<file path="src/rtl/router_pkg.sv">
// Shared router definitions: flit layout, direction encoding and output-register occupancy states.
package router_pkg;

    localparam int FLIT_W = 15;
    localparam int NPORTS = 5;

    typedef enum logic [2:0] {
        DIR_E  = 3'd0,
        DIR_W  = 3'd1,
        DIR_N  = 3'd2,
        DIR_S  = 3'd3,
        DIR_PE = 3'd4
    } dir_e;

    // Flit field start bits, counted from the left in [0:FLIT_W-1] order.
    localparam int DST_LO = 0;
    localparam int HOP_LO = 2;
    localparam int SRC_LO = 5;
    localparam int PAY_LO = 8;

    typedef enum logic {
        ST_EMPTY = 1'b0,
        ST_FULL  = 1'b1
    } occ_e;

    function automatic logic [2:0] ptr_after(input logic [2:0] idx);
        if (idx >= 3'(DIR_PE)) begin
            return 3'd0;
        end else begin
            return idx + 3'd1;
        end
    endfunction

endpackage

</file>
<file path="src/rtl/router_out_arbiter_rr_pick.sv">
// Combinational rotate-priority picker.
// It grants the first set request found scanning i_ptr, i_ptr+1, ... modulo N.
module rr_pick
    import router_pkg::*;
#(
    parameter int N = router_pkg::NPORTS
) (
    input  logic [N-1:0] i_req,
    input  logic [2:0]   i_ptr,
    output logic [N-1:0] o_gnt,
    output logic [2:0]   o_gnt_idx,
    output logic         o_any
);

    logic [3:0] w_pos;

    // Scan from the pointer with wrap and keep the first hit.
    always_comb begin
        o_gnt     = {N{1'b0}};
        o_gnt_idx = 3'd0;
        o_any     = 1'b0;
        w_pos     = 4'd0;
        for (int k = 0; k < N; k++) begin
            w_pos = {1'b0, i_ptr} + 4'(k);
            if (w_pos >= 4'(N)) begin
                w_pos = w_pos - 4'(N);
            end else begin
                w_pos = w_pos;
            end
            if (!o_any && i_req[w_pos[2:0]]) begin
                o_any            = 1'b1;
                o_gnt[w_pos[2:0]] = 1'b1;
                o_gnt_idx        = w_pos[2:0];
            end else begin
                o_any = o_any;
            end
        end
    end

endmodule

</file>
<file path="src/rtl/router_out_arbiter.sv">
// Round-robin arbiter for one router output port.
// It grants one of five requesters and holds the granted flit in a single output register.
module router_out_arbiter
    import router_pkg::*;
#(
    parameter int WIDTH  = router_pkg::FLIT_W,
    parameter int NPORTS = router_pkg::NPORTS,
    parameter int CNT_W  = 8
) (
    input  logic                      clk,
    input  logic                      rst,
    input  logic [NPORTS-1:0]         req_valid,
    input  logic [NPORTS*WIDTH-1:0]   req_data,
    output logic [NPORTS-1:0]         req_ready,
    output logic                      out_valid,
    output logic [0:WIDTH-1]          out_data,
    output logic [2:0]                out_src,
    input  logic                      out_ready,
    output logic [NPORTS*CNT_W-1:0]   grant_cnt
);

    occ_e               r_state;
    occ_e               w_state_nxt;
    logic [0:WIDTH-1]   r_data;
    logic [2:0]         r_src;
    logic [2:0]         r_ptr;
    logic [CNT_W-1:0]   r_cnt [NPORTS];

    logic               w_load_en;
    logic [NPORTS-1:0]  w_req;
    logic [NPORTS-1:0]  w_gnt;
    logic [2:0]         w_idx;
    logic               w_any;
    logic [0:WIDTH-1]   w_flit;

    // The picker only sees requests when the register is free or draining, and never during reset.
    always_comb begin
        w_load_en = (r_state == ST_EMPTY) || out_ready;
        if (w_load_en && !rst) begin
            w_req = req_valid;
        end else begin
            w_req = {NPORTS{1'b0}};
        end
        w_flit = req_data[w_idx*WIDTH +: WIDTH];
    end

    rr_pick #(
        .N (NPORTS)
    ) u_pick (
        .i_req     (w_req),
        .i_ptr     (r_ptr),
        .o_gnt     (w_gnt),
        .o_gnt_idx (w_idx),
        .o_any     (w_any)
    );

    // Occupancy state register.
    always_ff @(posedge clk or posedge rst) begin
        if (rst) begin
            r_state <= ST_EMPTY;
        end else begin
            r_state <= w_state_nxt;
        end
    end

    // A grant always fills the register; it only empties when drained without a grant.
    always_comb begin
        w_state_nxt = r_state;
        case (r_state)
            ST_EMPTY: begin
                if (w_any) begin
                    w_state_nxt = ST_FULL;
                end else begin
                    w_state_nxt = ST_EMPTY;
                end
            end
            ST_FULL: begin
                if (w_any) begin
                    w_state_nxt = ST_FULL;
                end else if (out_ready) begin
                    w_state_nxt = ST_EMPTY;
                end else begin
                    w_state_nxt = ST_FULL;
                end
            end
            default: begin
                w_state_nxt = ST_EMPTY;
            end
        endcase
    end

    // Flit capture and pointer advance happen only on a grant.
    always_ff @(posedge clk or posedge rst) begin
        if (rst) begin
            r_data <= {WIDTH{1'b0}};
            r_src  <= 3'd0;
            r_ptr  <= 3'd0;
        end else if (w_any) begin
            r_data <= w_flit;
            r_src  <= w_idx;
            r_ptr  <= ptr_after(w_idx);
        end else begin
            r_data <= r_data;
            r_src  <= r_src;
            r_ptr  <= r_ptr;
        end
    end

    // Per-requester saturating grant counters.
    always_ff @(posedge clk or posedge rst) begin
        if (rst) begin
            for (int i = 0; i < NPORTS; i++) begin
                r_cnt[i] <= {CNT_W{1'b0}};
            end
        end else begin
            for (int i = 0; i < NPORTS; i++) begin
                if (w_any && (w_idx == 3'(i)) && (r_cnt[i] != {CNT_W{1'b1}})) begin
                    r_cnt[i] <= r_cnt[i] + {{(CNT_W-1){1'b0}}, 1'b1};
                end else begin
                    r_cnt[i] <= r_cnt[i];
                end
            end
        end
    end

    // Output packing.
    always_comb begin
        grant_cnt = {(NPORTS*CNT_W){1'b0}};
        for (int i = 0; i < NPORTS; i++) begin
            grant_cnt[i*CNT_W +: CNT_W] = r_cnt[i];
        end
        req_ready = w_gnt;
        out_valid = (r_state == ST_FULL);
        out_data  = r_data;
        out_src   = r_src;
    end

endmodule

</file>
<file path="config.mk">
export PLATFORM = sky130hd
export DESIGN_NAME = router_out_arbiter
export DESIGN_NICKNAME = d
export VERILOG_FILES = /design/src/rtl/router_pkg.sv /design/src/rtl/router_out_arbiter_rr_pick.sv /design/src/rtl/router_out_arbiter.sv
export SDC_FILE = /design/constraint.sdc
export NUM_CORES = 1
export LEC_CHECK = 0
export ABC_CLOCK_PERIOD_IN_PS = 7510
export CAP_MARGIN = 20
export CORE_UTILIZATION = 40
export DETAILED_ROUTE_END_ITERATION = 7
export PLACE_DENSITY = 0.71
export SLEW_MARGIN = 20
export SYNTH_ARGS = -nofsm -noshare
export SYNTH_HDL_FRONTEND = slang
export SYNTH_SLANG_ARGS = --single-unit
</file>
<file path="constraint.sdc">
create_clock -name clk -period 7.51 [get_ports clk]
set_input_delay 1.502 -clock clk [delete_from_list [all_inputs] [get_ports clk]]
set_output_delay 1.502 -clock clk [all_outputs]
set_load 0.01 [all_outputs]
</file>
## Word-level counts from Yosys, hierarchy flattened

Cells that the tools add are included.

| cells by class | value |
|---|---|
| add/sub/neg operators | 15 |
| $mul | 1 |
| $lt $le $gt $ge | 16 |
| eq/ne operators | 9 |
| shift operators | 1 |
| mux-type cells | 46 |
| bitwise operators | 5 |
| reduce and logical (&&, ||, !) cells | 27 |

Operators with widths:

| cell | count |
|---|---|
| 75-bit by 8-bit indexed part select with 15-bit output | 1 |
| 8-bit by 1-bit adder with 8-bit output (second input constant) | 5 |
| 8-bit != test (second input constant) | 5 |
| 3-bit two-way mux | 11 |
| 5-bit two-way mux | 6 |
| 1-bit logical AND | 20 |
| 3-bit by 4-bit < comparator with 1-bit output (second input constant) | 5 |
| 5-bit bitwise OR | 4 |
| 1-bit two-way mux | 18 |
| 4-bit by 3-bit >= comparator with 1-bit output (second input constant) | 4 |
| 1-bit binary-select mux with 3-bit select | 5 |
| 1-bit demux with 3-bit select | 5 |
| 3-bit by 1-bit >= comparator with 1-bit output (second input constant) | 5 |
| 3-bit subtractor (second input constant) | 5 |
| 3-bit by 2-bit adder with 4-bit output (second input constant) | 2 |
| 3-bit by 4-bit multiplier with 7-bit output (second input constant) | 1 |
| 3-bit by 2-bit == test with 1-bit output (second input constant) | 2 |
| 3-bit >= comparator (second input constant) | 2 |
| 1-bit zero test | 5 |
| 3-bit by 1-bit adder with 4-bit output (second input constant) | 1 |
| 3-bit by 3-bit adder with 4-bit output (second input constant) | 1 |
| 3-bit by 1-bit adder with 3-bit output (second input constant) | 1 |
| 3-bit by 1-bit == test with 1-bit output (second input constant) | 1 |
| 3-bit == test (second input constant) | 1 |
| 4 further kinds | 4 |

| word-level totals | value |
|---|---|
| flip-flop bits (word level) | 62 |
| input port bits | 83 |
| output and inout bits | 64 |
| logic and storage cells | 129 |

## Logic depth before layout (Yosys ltp)

Gate-level depths: netlist (run 1).

| logic depth | value |
|---|---|
| depth in word-level cells | 22 |
| depth in mapped cells | 24 |

## Modules after synthesis

A second synthesis (run 1) with hierarchy kept.

| unflattened totals | value |
|---|---|
| cell total of the unflattened synthesis | 523 |
| area total of the unflattened synthesis | 4909.7 µm² |

Modules (own cells, without submodules):

| module | instances | cells each | area an instance (µm²) | seq. area each (µm²) |
|---|---|---|---|---|
| router_out_arbiter | 1 | 325 | 3473.3 | 1551.5 |
| rr_pick | 1 | 198 | 1436.4 | 0.0 |

## Worst setup path before layout (run 1)

Ideal clock, no wire load.

| timing path | value |
|---|---|
| path kind | input port to output port |
| start | input rst |
| end | output req_ready[3] |
| arrival time | 5.387 ns |
| required time | 6.008 ns |
| setup slack | 0.621 ns |
| stages on the path | 11 |
| cell sequence | inv_1 -> and2_1 -> clkbuf_1 -> o211a_1 -> nor2_1 -> or4b_1 -> mux2i_1 -> a41oi_2 -> nor2_1 -> clkbuf_1 -> and2_1 |

| between the ends | value |
|---|---|
| cells in the longest elaborated chain, start to end | 18 |

Ends and longest elaborated chain:

| what | line | RTL |
|---|---|---|
| from (decl) | router_out_arbiter.sv:11 | `input logic rst,` |
| 1-bit zero test (no line) * | -- |  |
| 1-bit logical AND * | router_out_arbiter.sv:39 | `if (w_load_en && !rst) begin` |
| 5-bit two-way mux * | router_out_arbiter.sv:39 |  |
| 1-bit binary-select mux with 3-bit select | router_out_arbiter_rr_pick.sv:30 | `if (!o_any && i_req[w_pos[2:0]]) begin` |
| 1-bit two-way mux (implied by the code) | router_out_arbiter_rr_pick.sv:30 |  |
| 1-bit two-way mux | router_out_arbiter_rr_pick.sv:30 |  |
| 1-bit zero test | router_out_arbiter_rr_pick.sv:30 |  |
| 1-bit logical AND | router_out_arbiter_rr_pick.sv:30 |  |
| [2 not listed] | -- |  |
| 1-bit logical AND | router_out_arbiter_rr_pick.sv:30 |  |
| 1-bit two-way mux | router_out_arbiter_rr_pick.sv:30 |  |
| 1-bit zero test | router_out_arbiter_rr_pick.sv:30 |  |
| 1-bit logical AND | router_out_arbiter_rr_pick.sv:30 |  |
| 1-bit two-way mux | router_out_arbiter_rr_pick.sv:30 |  |
| 1-bit zero test | router_out_arbiter_rr_pick.sv:30 |  |
| 1-bit logical AND | router_out_arbiter_rr_pick.sv:30 |  |
| 5-bit two-way mux * | router_out_arbiter_rr_pick.sv:30 |  |
| to (decl) | router_out_arbiter.sv:14 | `output logic [NPORTS-1:0] req_ready,` |

Every way passes the cells marked *; elsewhere a longest branch is shown, timed or not. The select of a mux whose other input is x is not followed.

## Final worst setup path (run 1)

| timing path | value |
|---|---|
| start | input out_ready |
| end | output req_ready[0] |

| between the ends | value |
|---|---|
| cells in the longest elaborated chain, start to end | 18 |

Ends and longest elaborated chain:

| what | line | RTL |
|---|---|---|
| from (decl) | router_out_arbiter.sv:18 | `input logic out_ready,` |
| 1-bit logical OR * | router_out_arbiter.sv:38 | `w_load_en = (r_state == ST_EMPTY) \|\| out_ready;` |
| 1-bit logical AND * | router_out_arbiter.sv:39 |  |
| 5-bit two-way mux * | router_out_arbiter.sv:39 |  |
| 1-bit binary-select mux with 3-bit select | router_out_arbiter_rr_pick.sv:30 |  |
| 1-bit two-way mux (implied by the code) | router_out_arbiter_rr_pick.sv:30 |  |
| 1-bit two-way mux | router_out_arbiter_rr_pick.sv:30 |  |
| 1-bit zero test | router_out_arbiter_rr_pick.sv:30 |  |
| 1-bit logical AND | router_out_arbiter_rr_pick.sv:30 |  |
| [2 not listed] | -- |  |
| 1-bit logical AND | router_out_arbiter_rr_pick.sv:30 |  |
| 1-bit two-way mux | router_out_arbiter_rr_pick.sv:30 |  |
| 1-bit zero test | router_out_arbiter_rr_pick.sv:30 |  |
| 1-bit logical AND | router_out_arbiter_rr_pick.sv:30 |  |
| 1-bit two-way mux | router_out_arbiter_rr_pick.sv:30 |  |
| 1-bit zero test | router_out_arbiter_rr_pick.sv:30 |  |
| 1-bit logical AND | router_out_arbiter_rr_pick.sv:30 |  |
| 5-bit two-way mux * | router_out_arbiter_rr_pick.sv:30 |  |

Marks and branches as above.

==> metrics, run 1 <==
status=finished clean; Clock power frac=7.2%; reg2reg setup slack=2.21 ns; Port Buffers=146; crit path max fanout=19; drt first pass iters=5; DRC violations left=0; CP top delay family=compound AO/OA/AOI/OAI gates; most area-hungry cell type in the Yosys netlist=dfrtp_1; count leader, synth=dfrtp_1; Switching Fraction=47.42%; GRT overflow=0; CTS Buf Count=9; routed vias=4,265; ranking of synthesized cells by area=dfrtp_1, ha_1, xnor2_1; Slowest cell on crit path=clkdlybuf4s50_1; largest net degree at the start of global routing=50; Post-synth top cells=dfrtp_1, inv_1, nand2_1; syn avg cell area=9.408 um^2; Post-DP HPWL=9903 um; Worst-Margin Slew=0.6588 ns; Hold Vio Cnt, Final=0; Main synth FF type=dfrtp_1; number of synthesized flops with an enable pin=0; Final min period=6.601 ns; Startpoint Class=input port; Syn-to-layout area delta=39.62%; Synth Register Bits=62; first-pass GRT wire length=20,940 um; Syn Nets=571; cell chain of the critical path=clkdlybuf4s50_1, nand2b_1, and2_1, a211o_1, a221oi_1, a21oi_2, nor4_1, mux2i_1, inv_2, o211ai_4, inv_1, clkdlybuf4s50_1; ant diodes=0; Clk Latency, worst-skew pair=0.34 ns; row count=38; worst setup path category=in2out; Synth top area share=34.94%; utilization after layout=57.19%; register area=1551 um^2; part of the power in registers=17.5%; io pins=147; Die X=107.4 um; initial antenna violation count=0; hold buffer count at cts=0; Synth cell types=74; Post-CTS Setup Inserts=0; vias in the first global route=4,221; Post-synth ARST share=100.0%; CTS tree=yes; register area share after synthesis=34.94%; leakage=2.683 nW; area of the multi-input gates=2615 um^2; Clock Tree Buf Depth=2; VDD IR max=0.3667 mV; Placed Cells=745; initial DRC count=239; HP Class=reg2reg; # setup viols final=0; power per cell area=590.2 nW/um^2; Final Wtd Congestion=0.8547; Post-Route Setup TNS=0 ns; Final period util=87.89%; fin nets=715; most used cell, CP=clkdlybuf4s50_1; Clock Sinks=62; fin. max-slew vios=0; Comb pwr share=75.4%; Synth Cell Area=4441 um^2; fillers=1,015; routed vias/inst=5.612; Die Span Y=107.4 um; Starting Density=40.96%; Gate Count Post-Synth=472; Critical Path AT=5.10 ns; Detail Route Antenna Nets=0; FMAX=0.1515 GHz; wire per inst=17.25 um; htree depth=3; skew final=0.007467 ns; Resized cells post-CTS=0; core area=10,840 um^2; full die area=11,530 um^2; share of cells above drive strength 1=10.00%; WP data required=6.01 ns; Max-cap violations=0; Psw=0.001735 W; Non-Filler Instances=760; Yosys warning count=0; internal power=0.001924 W; RSZ-0062 raised after global routing=no; Hold WS=0.4840 ns; max incr delay on CP=0.49 ns; relative slew slack=56.08%; Total Routing Usage GR=23.38%; Worst-path clk slew=0.07 ns; root buf cell=clkbuf_8; Post-Route WL=13,110 um; Worst Path Buf+Inv=4; CP Capture Type=primary output
[stage by stage]
step	total power, W	setup WS, ns	instance area [um^2]
2_1_floorplan	0.002548	0.6207	4441
3_3_place_gp	0.003360	0.9839	6032
3_5_place_dp	0.003406	0.9212	6032
4_1_cts	0.003674	0.8956	6200
5_1_grt	0.003934	0.6860	6200
6_report	0.003659	0.9094	6200
[worst register-to-register path, delay by kind of cell (launching register included)]
family,cells,cell delay (ns)
simple gates,6,1.49
flops,1,0.56
compound gates,5,1.32
fa+ha+maj,3,0.92
buf+inv,2,0.54
mux,1,0.26
xor+xnor,1,0.14
[worst paths after layout]
check,start,to,cells after the start
setup / recovery,out_ready,req_ready[0],12
hold / removal,out_src[1]$_DFFE_PP0P_,out_src[1]$_DFFE_PP0P_,1
setup reg to reg,r_ptr[1]$_DFFE_PP0P_,grant_cnt[30]$_DFFE_PP0P_,18
hold reg to reg,out_src[1]$_DFFE_PP0P_,out_src[1]$_DFFE_PP0P_,1
max in group asynchronous,rst,grant_cnt[11]$_DFFE_PP0P_,3
min in group asynchronous,rst,out_valid$_DFF_PP0_,2
[state kept, by name, summed over array words and instances (netlist names)]
signal and cells:
r_ptr 3, out_data 15, grant_cnt 40, out_valid 1
out_src 3
[power groups by stage]
stage / clock [W] / sequential, W / combinational, W
2_1_floorplan: 0 / 0.000671 / 0.00188
3_3_place_gp: 0 / 0.000638 / 0.00272
3_5_place_dp: 0 / 0.000639 / 0.00277
4_1_cts: 0.000268 / 0.000638 / 0.00277
5_1_grt: 0.000281 / 0.000658 / 0.00300
6_report: 0.000262 / 0.000639 / 0.00276
[layout by cell type (no fill, tap or decap), drive strengths merged, types with 4 or more instances in the layout]
cell type / netlist / final
a211o: 5 / 5
xor2: 12 / 12
nor4: 4 / 4
and2: 4 / 4
nor3: 15 / 15
inv: 45 / 45
buf: 12 / 8
nand2b: 15 / 15
ha: 15 / 15
nand2: 31 / 31
nor2: 30 / 30
nand3: 21 / 21
nand4: 11 / 11
a222oi: 11 / 11
dfrtp: 62 / 62
a211oi: 5 / 5
a21oi: 8 / 8
a221o: 5 / 5
mux2: 24 / 24
clkdlybuf4s50: 0 / 146
mux2i: 15 / 15
o21ai: 10 / 10
o221ai: 11 / 11
clkbuf: 9 / 14
nor2b: 7 / 7
o22ai: 4 / 4
xnor2: 19 / 19
a31oi: 7 / 7
[layer usage]
layer	global-route usage (%)	vias up	wire length (um)
li1	-	2021	-
met1	28.24	2032	5412
met2	38.02	177	6222
met3	7.385	35	1056
met4	10.47	0	416
met5	0	-	0
[cell type report]
class                           instances  share of cell area (%)
Clock buffer                           14                   2.624
Sequential cell                        62                   25.03
Clock inverter                          1                 0.08073
Timing Repair Buffer                  154                   24.54
Inverter                               45                   2.725
Multi-Input combinational cell        344                   42.18
Tap cell                              140                   2.825
[kinds of logic after synthesis]
logic type	count (synthesis)	synth area share, %
simple gates	157	18.82
fa+ha+maj	16	4.677
flops	62	34.94
buf+inv	66	6.311
xor+xnor	31	6.114
mux	39	10.23
compound gates	101	18.91
(Power assumes the default switching activity.)
==> inputs of run 2 (changes only) <==
--- a/config.mk
+++ b/config.mk
@@ -7,6 +7,7 @@
 export LEC_CHECK = 0
 export ABC_CLOCK_PERIOD_IN_PS = 7510
 export CAP_MARGIN = 20
+export CORE_MARGIN = 5
 export CORE_UTILIZATION = 40
 export DETAILED_ROUTE_END_ITERATION = 7
 export PLACE_DENSITY = 0.71
==> metrics, run 2 (same netlist as run 1, synthesis figures left out) <==
htree depth=3 (unchanged); Detail Route Antenna Nets=0 (unchanged); cell chain of the critical path=clkdlybuf4s50_1, nand2b_1, and2_1, nand2_1, o31ai_1, a31o_2, o41a_1, o21a_1, buf_4, and2_1, clkdlybuf4s50_1; full die area=13,310 um^2 (+15%); Hold Vio Cnt, Final=0 (unchanged); ant diodes=0 (unchanged); power per cell area=601.0 nW/um^2 (+1.8%); Max-cap violations=0 (unchanged); Final period util=86.68% (-1.2 points); core area=10,840 um^2 (unchanged); initial DRC count=296 (+24%); HP Class=reg2reg; Post-DP HPWL=10,480 um (+5.8%); WP data required=6.01 ns (about the same); Post-CTS Setup Inserts=0 (unchanged); initial antenna violation count=0 (unchanged); # setup viols final=0 (unchanged); hold buffer count at cts=0 (unchanged); CP Capture Type=primary output; Post-Route WL=13,670 um (+4.3%); io pins=147 (unchanged); Port Buffers=146 (unchanged); drt first pass iters=6 (+1); Worst Path Buf+Inv=3 (-1); DRC violations left=0 (unchanged); CTS tree=yes; Clk Latency, worst-skew pair=0.34 ns (about the same); Total Routing Usage GR=20.91% (-2.5 points); first-pass GRT wire length=22,050 um (+5.3%); Final min period=6.510 ns (-0.09099 ns); fin nets=715 (unchanged); root buf cell=clkbuf_8; Critical Path AT=5.01 ns (-0.09 ns); Slowest cell on crit path=clkdlybuf4s50_1; most common cell after layout, fill and taps aside=clkdlybuf4s50_1; Worst-Margin Slew=0.6961 ns (+0.03737 ns); Worst-path clk slew=0.07 ns (about the same); Startpoint Class=input port; vias in the first global route=4,500 (+6.6%); VDD IR max=0.3553 mV (-3.1%); Resized cells post-CTS=0 (unchanged); status=finished clean; GRT overflow=0 (unchanged); max FFs per register=40 (unchanged); leakage=2.707 nW (+0.87%); RSZ-0062 raised after global routing=no; wire per inst=17.97 um (+4.2%); fin. max-slew vios=0 (unchanged); Die Span Y=115.4 um (+7.5%); Clock Sinks=62 (unchanged); worst setup path category=in2out; Post-Route Setup TNS=0 ns (unchanged); Die X=115.4 um (+7.5%); final setup margin=1.000 ns (+0.09099 ns); CTS Buf Count=9 (unchanged); Final Wtd Congestion=0.9746 (+14%); most frequent cells in the layout=clkdlybuf4s50_1, dfrtp_1, inv_1, nand2_1, nor2_1; skew final=0.005837 ns (-0.001630 ns); Syn-to-layout area delta=40.69%; FMAX=0.1536 GHz (+1.4%); Starting Density=40.96% (unchanged); worst slack at placement=1.017 ns (+0.09572 ns); Placed Cells=745 (unchanged); relative slew slack=53.59% (-2.5 points); share of cells above drive strength 1=10.31% (+0.31 points); Non-Filler Instances=761 (+0.13%); routed vias/inst=5.654 (+0.76%); routed vias=4,303 (+0.89%); Clock Tree Buf Depth=2 (unchanged); largest net degree at the start of global routing=57 (+14%); CP top delay family=buffers and inverters; crit path max fanout=22 (+3); utilization after layout=57.63% (+0.44 points); row count=38 (unchanged); max incr delay on CP=0.53 ns (+0.04 ns)
run 2: cell types whose count changed in the layout (fill, tap and decap cells not counted), sizes merged:
cell	delta
bufinv	+2
clkinv	+1
clkbuf	-2
run 2: cell type report:
type | instances | area [um^2]
Fill cell | 966 | 4593
Multi-Input combinational cell | 344 | 2615
Sequential cell | 62 | 1551
Timing Repair Buffer | 154 | 1521
Tap cell | 140 | 175.2
Inverter | 45 | 168.9
Clock buffer | 12 | 145.1
Clock inverter | 4 | 70.07
run 2: power breakdown:
group | leakage (nW) | switching [W] | internal, W
clock | 0.110 | 0.000128 | 0.000195
combinational | 1.84 | 0.00149 | 0.00130
sequential | 0.754 | 0.000143 | 0.000501
run 2: final timing paths:
kind                                         from                         to  slack [ns]  cells after the start
setup / recovery                        out_ready               req_ready[3]        1.00                     11
min in group asynchronous                     rst  grant_cnt[29]$_DFFE_PP0P_        1.43                      2
hold / removal             out_src[1]$_DFFE_PP0P_     out_src[1]$_DFFE_PP0P_        0.49                      1
setup reg to reg             r_ptr[1]$_DFFE_PP0P_  grant_cnt[30]$_DFFE_PP0P_        2.24                     18
max in group asynchronous                     rst  grant_cnt[11]$_DFFE_PP0P_        5.14                      3
hold reg to reg            out_src[1]$_DFFE_PP0P_     out_src[1]$_DFFE_PP0P_        0.49                      1
run 2: metrics by stage:
stage,area [um^2],total power (W),hold slack (ns)
floorplan,4441,0.002548,0.5152
global placement,6032,0.003364,0.4611
detailed placement,6032,0.003425,0.4670
CTS,6247,0.003759,0.4840
global route,6247,0.004033,0.5115
finish,6247,0.003755,0.4872
run 2: metal layers:
metal  track usage [%]  up-vias  wire length (um)
li1                  -     2021                 -
met1             23.76     2057              5325
met2             36.42      201              6821
met3             7.474       24              1312
met4             7.042        0               214
met5                 0        -                 0
